===== config.mk =====
export PLATFORM = sky130hd
export DESIGN_NAME = norm_share_arbiter
export DESIGN_NICKNAME = d
export VERILOG_FILES = /design/src/rtl/norm_share_arbiter.sv
export SDC_FILE = /design/constraint.sdc
export NUM_CORES = 1
export LEC_CHECK = 0
export ABC_AREA = 1
export CAP_MARGIN = 20
export CORE_UTILIZATION = 35
export CTS_BUF_LIST = sky130_fd_sc_hd__clkbuf_4 sky130_fd_sc_hd__clkbuf_8
export CTS_CLUSTER_DIAMETER = 150
export DETAILED_ROUTE_END_ITERATION = 7
export PLACE_DENSITY = 0.91
export SLEW_MARGIN = 20
export SYNTH_ARGS = -nofsm -noshare
export SYNTH_HDL_FRONTEND = slang
export SYNTH_SLANG_ARGS = --single-unit

===== constraint.sdc =====
create_clock -name clk -period 2.3 [get_ports clk]
set_clock_uncertainty 0.1 [all_clocks]
set_input_delay 0.46 -clock clk [delete_from_list [all_inputs] [get_ports clk]]
set_output_delay 0.46 -clock clk [all_outputs]
set_load 0.1 [all_outputs]

===== src/rtl/norm_share_arbiter.sv =====
// norm_share_arbiter
// Round-robin arbiter that time-shares one combinational normalization unit
// between NREQ MAC lanes. The granted lane's raw mantissa/exponent drive the
// norm_* outputs, and the normalizer's answer is post-processed for overflow
// and zero, then captured in a single output register tagged with the lane id.
// One result per cycle; the output register reloads in the cycle it drains.
//
// Optional feature: define NORM_ARB_OVF_CNT_EN to add the ovf_count output,
// a saturating 16-bit count of results loaded with out_ovf=1.

module norm_share_arbiter #(
  parameter int NREQ = 4,
  parameter int ID_W = 2
) (
  input  logic                 clk,
  input  logic                 rst,
  // requester side
  input  logic [NREQ-1:0]      req_valid,
  output logic [NREQ-1:0]      req_ready,
  input  logic [NREQ-1:0]      req_sign,
  input  logic [NREQ*25-1:0]   req_res,
  input  logic [NREQ*8-1:0]    req_exp,
  // shared normalizer
  output logic [24:0]          norm_res,
  output logic [7:0]           norm_exp_base,
  input  logic [23:0]          norm_man,
  input  logic [7:0]           norm_exp,
  input  logic                 norm_ovf,
  // result side
  output logic                 out_valid,
  input  logic                 out_ready,
  output logic                 out_sign,
  output logic [23:0]          out_man,
  output logic [7:0]           out_exp,
  output logic                 out_ovf,
  output logic [ID_W-1:0]      out_id
`ifdef NORM_ARB_OVF_CNT_EN
  ,
  output logic [15:0]          ovf_count
`endif
);

  // ---------------------------------------------------------------------------
  // State
  // ---------------------------------------------------------------------------
  logic [ID_W-1:0] rr_ptr_q, rr_ptr_d;
  logic            out_valid_q, out_valid_d;
  logic            out_sign_q, out_sign_d;
  logic [23:0]     out_man_q, out_man_d;
  logic [7:0]      out_exp_q, out_exp_d;
  logic            out_ovf_q, out_ovf_d;
  logic [ID_W-1:0] out_id_q, out_id_d;

  // ---------------------------------------------------------------------------
  // Combinational datapath signals
  // ---------------------------------------------------------------------------
  logic            load;
  logic            grant_valid;
  logic [ID_W-1:0] grant_idx;
  logic            transfer;
  logic [24:0]     sel_res;
  logic [7:0]      sel_exp;
  logic            sel_sign;
  logic            res_ovf;
  logic [23:0]     res_man;
  logic [7:0]      res_exp;

  // Index base+off reduced modulo NREQ; off is always below NREQ so one
  // conditional subtraction suffices, and non-power-of-two NREQ works.
  function automatic logic [ID_W-1:0] wrap_idx(input logic [ID_W-1:0] base,
                                               input int off);
    int sum;
    sum = int'(base) + off;
    if (sum >= NREQ) sum = sum - NREQ;
    return ID_W'(sum);
  endfunction

  // The output register can take a new result when empty or draining now.
  assign load = ~out_valid_q | out_ready;

  // Round-robin search: first valid requester at or after rr_ptr, wrapping.
  always_comb begin
    // NOTE: every combinational output gets a default before the loop; a
    // path that leaves one unassigned would infer a latch.
    grant_valid = 1'b0;
    grant_idx   = '0;
    for (int off = 0; off < NREQ; off++) begin
      if (!grant_valid && req_valid[wrap_idx(rr_ptr_q, off)]) begin
        grant_valid = 1'b1;
        grant_idx   = wrap_idx(rr_ptr_q, off);
      end
    end
  end

  // Acceptance is blocked during reset so nothing is lost to the clear.
  assign transfer = grant_valid & load & ~rst;

  // One-hot ready to the granted requester only.
  always_comb begin
    req_ready = '0;
    if (transfer) req_ready[grant_idx] = 1'b1;
  end

  // Mux the granted requester's operands; idle drives zeros so the shared
  // normalizer sees a constant input and does not toggle.
  always_comb begin
    sel_res  = '0;
    sel_exp  = '0;
    sel_sign = 1'b0;
    if (grant_valid) begin
      sel_res  = req_res[grant_idx*25 +: 25];
      sel_exp  = req_exp[grant_idx*8 +: 8];
      sel_sign = req_sign[grant_idx];
    end
  end

  assign norm_res      = sel_res;
  assign norm_exp_base = sel_exp;

  // Special-case the normalizer result: overflow (including the exponent
  // wrap the normalizer cannot flag itself) becomes infinity, a zero raw
  // mantissa becomes signed zero, everything else passes through.
  always_comb begin
    res_ovf = 1'b0;
    res_man = norm_man;
    res_exp = norm_exp;
    if (norm_ovf || (sel_exp == 8'hFF && sel_res[24])) begin
      res_ovf = 1'b1;
      res_man = '0;
      res_exp = 8'hFF;
    end else if (sel_res == '0) begin
      res_man = '0;
      res_exp = '0;
    end
  end

  // Next-state for the pointer and output register.
  always_comb begin
    rr_ptr_d    = rr_ptr_q;
    out_valid_d = out_valid_q;
    out_sign_d  = out_sign_q;
    out_man_d   = out_man_q;
    out_exp_d   = out_exp_q;
    out_ovf_d   = out_ovf_q;
    out_id_d    = out_id_q;
    if (transfer) begin
      rr_ptr_d    = wrap_idx(grant_idx, 1);
      out_valid_d = 1'b1;
      out_sign_d  = sel_sign;
      out_man_d   = res_man;
      out_exp_d   = res_exp;
      out_ovf_d   = res_ovf;
      out_id_d    = grant_idx;
    end else if (out_ready) begin
      // Drained with nothing to replace it: payload fields keep their value.
      out_valid_d = 1'b0;
    end
  end

  // Pointer and output register; asynchronous reset discards held results.
  always_ff @(posedge clk or posedge rst) begin
    if (rst) begin
      rr_ptr_q    <= '0;
      out_valid_q <= 1'b0;
      out_sign_q  <= 1'b0;
      out_man_q   <= '0;
      out_exp_q   <= '0;
      out_ovf_q   <= 1'b0;
      out_id_q    <= '0;
    end else begin
      // NOTE: non-blocking assignments keep all registers sampling the
      // pre-edge values, regardless of statement order.
      rr_ptr_q    <= rr_ptr_d;
      out_valid_q <= out_valid_d;
      out_sign_q  <= out_sign_d;
      out_man_q   <= out_man_d;
      out_exp_q   <= out_exp_d;
      out_ovf_q   <= out_ovf_d;
      out_id_q    <= out_id_d;
    end
  end

  assign out_valid = out_valid_q;
  assign out_sign  = out_sign_q;
  assign out_man   = out_man_q;
  assign out_exp   = out_exp_q;
  assign out_ovf   = out_ovf_q;
  assign out_id    = out_id_q;

`ifdef NORM_ARB_OVF_CNT_EN
  logic [15:0] ovf_count_q, ovf_count_d;

  // Saturating count of overflow results entering the output register.
  always_comb begin
    ovf_count_d = ovf_count_q;
    if (transfer && res_ovf && ovf_count_q != 16'hFFFF)
      ovf_count_d = ovf_count_q + 16'd1;
  end

  // Overflow counter register.
  always_ff @(posedge clk or posedge rst) begin
    if (rst) ovf_count_q <= '0;
    else     ovf_count_q <= ovf_count_d;
  end

  assign ovf_count = ovf_count_q;
`endif

endmodule

# Yosys cells after proc, flatten, opt, wreduce, memory -nomap -nowiden
# Index checks and enable logic that the tools add are counted.
[word_totals]
rom_bits = 0
mem_count = 0
ram_bits = 0
elab_cells = 83
in_bits = 176
latchBits = 0
ff_bits = 39
[classes]
n_eq_ne = 1
n_div = 0
n_mux = 36
add_sub_neg = 9
n_reduce_logical = 11
n_mul = 1
n_shift = 2
bitwise_logic = 5
n_lt_le_gt_ge = 11
[ops]
columns = ["op", "n"]
rows = [
  ["variable part select 100 x 8 -> 25 bit", 1],
  ["two-way mux 24 bit", 2],
  ["variable part select 32 x 6 -> 8 bit", 1],
  ["zero test 25 bit", 1],
  ["two-way mux 25 bit", 1],
  ["two-way mux 8 bit", 3],
  ["two-way mux 2 bit", 9],
  ["< comparator 2 x 3 -> 1 bit, second input constant", 5],
  ["two-way mux 1 bit", 14],
  ["greater-or-equal comparator 3 bit, second input constant", 4],
  ["binary-select mux 1 bit (select 2 bit)", 5],
  ["subtractor 2 x 1 -> 2 bit, second input constant", 5],
  ["equality test 8 bit, second input constant", 1],
  ["multiplier 2 x 5 -> 7 bit, second input constant", 1],
  ["adder 2 x 1 -> 3 bit, second input constant", 2],
  ["adder 2 x 2 -> 3 bit, second input constant", 2],
  ["logical AND 1 bit", 5],
  ["two-way mux 4 bit", 1],
  ["greater-or-equal comparator 2 x 3 -> 1 bit, second input constant", 1],
  ["zero test 1 bit", 3],
  ["bitwise AND 1 bit", 2],
  ["demux 1 bit (select 2 bit)", 1],
  ["greater-or-equal comparator 2 x 1 -> 1 bit, second input constant", 1],
  ["inverter 1 bit", 2],
  ["other kinds (3)", 3],
]

# Logic depth before layout (Yosys ltp)
[depth]
depth_word = 20
depth_mapped = 23
mapped_depth_nobuf = 20

# Least setup slack after synthesis
# Ideal clock, no wire load.
[synth_path]
path_kind = "flip-flop to output port"
start = "reg rr_ptr_q[0]"
end = "out norm_exp_base[0]"
n_path_buf = 2
required_ps = 1740
stages_incl_launch_ff = 13
slack_ps = -1794
arrival_time_ps = 3534
path_cell_list = "dfrtp_1 buf_4 nand2_2 nand3_1 nand2_2 nor2_1 nor2_1 nand2_2 nand2_2 buf_6 nand2_1 and3_1 nor3_1"
[synth_between]
elab_chain_len = 16
elab_cells_between_ends = 39
classes_between = "add/sub: 7; order compare: 4; shift: 1; mux: 21; reduce/logical: 6"
[synth_rtl]
columns = ["element", "line_no", "text"]
rows = [
  ["from (decl)", "46", "logic [ID_W-1:0] rr_ptr_q, rr_ptr_d;"],
  ["from (signal assigned)", "173", "rr_ptr_q <= rr_ptr_d;"],
  ["parallel branches: the longest is 15 deep, another holds adder 2 x 1 -> 3 bit", "--", ""],
  ["two-way mux 8 bit (*)", "110", "if (grant_valid) begin"],
  ["to (decl)", "25", "output logic [7:0] norm_exp_base,"],
]
# Mark *: on every way between the ends. The select of a mux whose other input is x is not followed.

# Worst setup path in the final report
[layout_path]
start = "reg rr_ptr_q[0]"
end = "out norm_res[14]"
[layout_between]
elab_chain_len = 17
elab_cells_between_ends = 40
classes_between = "add/sub: 7; mul: 1; order compare: 4; shift: 1; mux: 21; reduce/logical: 6"
[layout_rtl]
columns = ["element", "line_no", "text"]
rows = [
  ["parallel branches: the longest is 16 deep, another holds adder 2 x 1 -> 3 bit", "--", ""],
  ["two-way mux 25 bit (*)", "110", ""],
  ["to (decl)", "24", "output logic [24:0] norm_res,"],
]
# Marked as above.

==> summary.txt <==
Final layout
  • # fillers: 537
  • Post-layout util: 0.8167
  • Layout area overhead: 125.6%
  • Share of layout cells above drive strength 1: 0.4306
  • Final Cell Area: 8931 um2
  • FF+latch area: 978.4 um2
  • Area of the multi-input gates: 2984 um2
  • Nets: 1159
  • Fin cells: 1121

Logic synthesis
  • Synth Warn #: 0
  • Main combinational cell family by area after synthesis: simple AND/OR/NAND/NOR gates
  • Xor and xnor area share after synthesis: 0
  • Post-synthesis instance total: 647
  • Ys async rst share: 1.000
  • Post-synth EDFFs: 0
  • Yosys reg bits: 39
  • Post-Synth Adder-Cell Area: 0.01264
  • Mapped Nets: 827
  • Netlist Area Pre-Place: 3959 um2
  • Post-synthesis simple-gate area fraction: 0.5009
  • Avg Inst Size Synth: 6.119 um2
  • Mux contribution to synthesized area: 0.002528
  • Yosys cell types: 33
  • Sequential cell area fraction in the yosys report: 0.2465
  • Dominant synthesized flop cell: dfrtp_1
  • Synth Area in Compound Gates: 0.06732

STA
  • Fmax: 0.2881 GHz
  • Final period utilization: 1.509
  • Final setup fails: 72
  • Final hold violation count: 0
  • Setup ws final: -1.171 ns
  • Fin Setup TNS: -68.38 ns
  • Worst Tran Pin Value: 0.3292 ns
  • Final critical-path required period: 3.471 ns
  • RSZ-0062 raised after global routing: yes
  • Slew HR: 0.7805
  • Slew Viols, Final: 0

Global routing
  • First-pass GRT wire length: 30.50 mm
  • Total track usage: 0.3388
  • Largest net degree at the start of global routing: 37
  • Total congestion overflow: 0
  • GRT met3 Usage: 0.08680
  • Met1 GRT Util: 0.3439
  • Grt met2 use: 0.6074
  • Vias in the first global route: 6132
  • GRT busiest layer: met2
  • Initial antenna violation count: 1

Drt
  • Routed vias: 6229
  • Drt pass-1 iters: 6
  • Final WL: 23.53 mm
  • DRT iter0 DRCs: 648
  • Per-cell routed wire length: 20.99 um
  • Antenna-violating nets left: 0
  • DR vias/cell: 5.557
  • Post-route DRC: 0

Critical path
  • Crit. End Element: output port
  • Buf/Inv on CP: 6
  • Critical Path Start: rr_ptr_q[0]
  • R2R Path Start: rr_ptr_q[0]
  • CP max FO: 10
  • Worst path cell trace: clkinvlp_4, nand2_2, nand2_2, nand2_2, nand2_2, nor2_4, nand3_2, nand2_4, nand2_8, buf_4, buf_12, nand2_1, nand3_1, nand2_1, nand2_2, buf_4, clkinvlp_4, buf_12
  • Crit path top cell by count: nand2_2
  • WS Path Type: flop to output port
  • CP Depth: 18
  • Critical path's top delay family: simple AND/OR/NAND/NOR gates
  • CP arrival: 2.91 ns
  • Req. time, crit path: 1.74 ns
  • CP Launch Type: flop
  • FF-to-FF path depth: 22
  • CP peak stage delay: 0.46 ns
  • Slowest CP cell: dfrtp_2

CTS
  • Hold-fix buffers, CTS: 0
  • CTS buffer count: 5
  • Clk root buf: clkbuf_8
  • CTS H-tree depth: 2
  • Worst-path clk slew: 0.08 ns
  • CTS tree: built
  • CTS Sinks: 39
  • Worst-Skew Late Latency: 0.30 ns
  • CTS Buffer Depth: 2

Place
  • Cell Area, Placed: 7550 um2
  • Routability cong.: 0.8796
  • Port buffer count: 249
  • Post-DP HPWL: 12.58 mm
  • Placed Instances: 1063

Status
  • Status: finished with violations
  • Failing checks: negative setup slack

Run
  • Max_cap viols: 0

Hold path
  • Hold WC Path Type: input pin to async pin

Floorplanning
  • Initial core utilization: 0.3620
  • Area of the core: 10940 um2
  • Die X: 108.4 um
  • Full die area: 11740 um2
  • Site row count: 38
  • IO Pins: 250
  • Die Ht: 108.4 um
[final cells by class]
cell class / count / area share
clock inverters: 3 / 0.004903
well taps: 140 / 0.01961
flip-flops and latches: 39 / 0.1096
inverters: 110 / 0.05716
repair buffers: 363 / 0.4658
multi-input cells: 459 / 0.3341
clock buffers: 5 / 0.007705
repair inverters: 1 / 0.0008406
diodes: 1 / 0.0002802
[placed cells by master, fill, tap and decap left out, types with 6 or more instances in the layout]
master and count:
clkdlybuf4s50_1 171, nand2_1 166, buf_4 100, inv_1 79, nand2_2 68, buf_12 52, nand3_2 43, nand3_1 42
dfrtp_1 37, nand3b_1 36, clkinvlp_4 22, buf_6 21, nand2_4 13, a21oi_2 13, a21oi_4 11, nor2_4 10
nor2_1 9, or2_2 9, buf_16 9, nor2_2 7, inv_2 6, o21ai_2 6
[registers in the layout (all words and copies together), names as in the netlist]
register / flops
out_valid: 1
out_sign: 1
out_man: 24
out_exp: 8
out_ovf: 1
out_id: 2
rr_ptr_q: 2
[per-stage QoR]
stage	worst slack [ns]	hold WS, ns
after floorplan	-0.8558	0.4528
after global placement	-0.9453	0.3704
after detailed placement	-1.047	0.3716
after CTS	-0.8200	0.3222
after global routing	-1.336	0.3326
final	-1.171	0.3163
[final timing paths]
| path | endpoint | slack [ns] |
|---|---|---|
| worst max-delay path | norm_res[14] | -1.17 |
| worst min-delay path | rr_ptr_q[0] | 0.32 |
| worst max register to register | out_exp[6] | -1.00 |
| worst min register to register | out_man[8] | 0.39 |
| max in group asynchronous | out_exp[6] | 1.35 |
| min in group clk | out_man[8] | 0.39 |
[repair_timing]
| action | in CTS | in global routing |
|---|---|---|
| endpoints found under the setup margin | 72 | 72 |
| buffers inserted | 28 | 7 |
| resized for setup | 118 | 64 |
| pin swaps | 24 | 33 |
| cloned | 11 | 3 |
[worst reg2reg max path, cell delays in order, from the launching register on]
cell	delay, ns
dfrtp_2	0.46
clkinvlp_4	0.17
nand2_2	0.11
nand2_2	0.06
nand2_2	0.09
nand2_2	0.08
nor2_4	0.14
nand3_2	0.11
nand2_4	0.13
nand2_8	0.10
buf_12	0.16
buf_6	0.14
nand2_1	0.17
nand2_1	0.11
nand2_1	0.15
a21oi_4	0.08
nor2_1	0.14
nand2_2	0.11
nor2_4	0.13
nand2_4	0.13
clkbuf_16	0.21
nand2_2	0.07
a21oi_2	0.05
[layer usage]
layer / vias up / routed length [um]
li1: 2654 / -
met5: - / 14
met4: 2 / 1935
met3: 197 / 2848
met1: 2891 / 7653
met2: 485 / 11080
[logic make-up (layout without fill, tap and decap cells)]
kind of cell    count (synthesis)  in the layout
mux                             1              1
compound gates                 42             42
fa+ha+maj                       4              4
buf+inv                       149            482
simple gates                  412            412
flops                          39             39
other cells                     0              1
[cells in the mapped netlist, types with 8 or more instances]
cell,number,area share
nand3b_1,36,0.068
buf_2,15,0.019
nand2_2,10,0.016
nand3_1,68,0.086
dfrtp_1,39,0.25
a21oi_1,16,0.020
or2_2,9,0.014
buf_6,9,0.026
o21ai_0,8,0.010
nand2_1,237,0.22
nand3_2,19,0.048
nor2_1,21,0.020
a21oi_2,10,0.022
inv_1,105,0.10
Power is not shown: default switching activity piles up to over one toggle a cycle in this logic, so the estimate is an artifact.
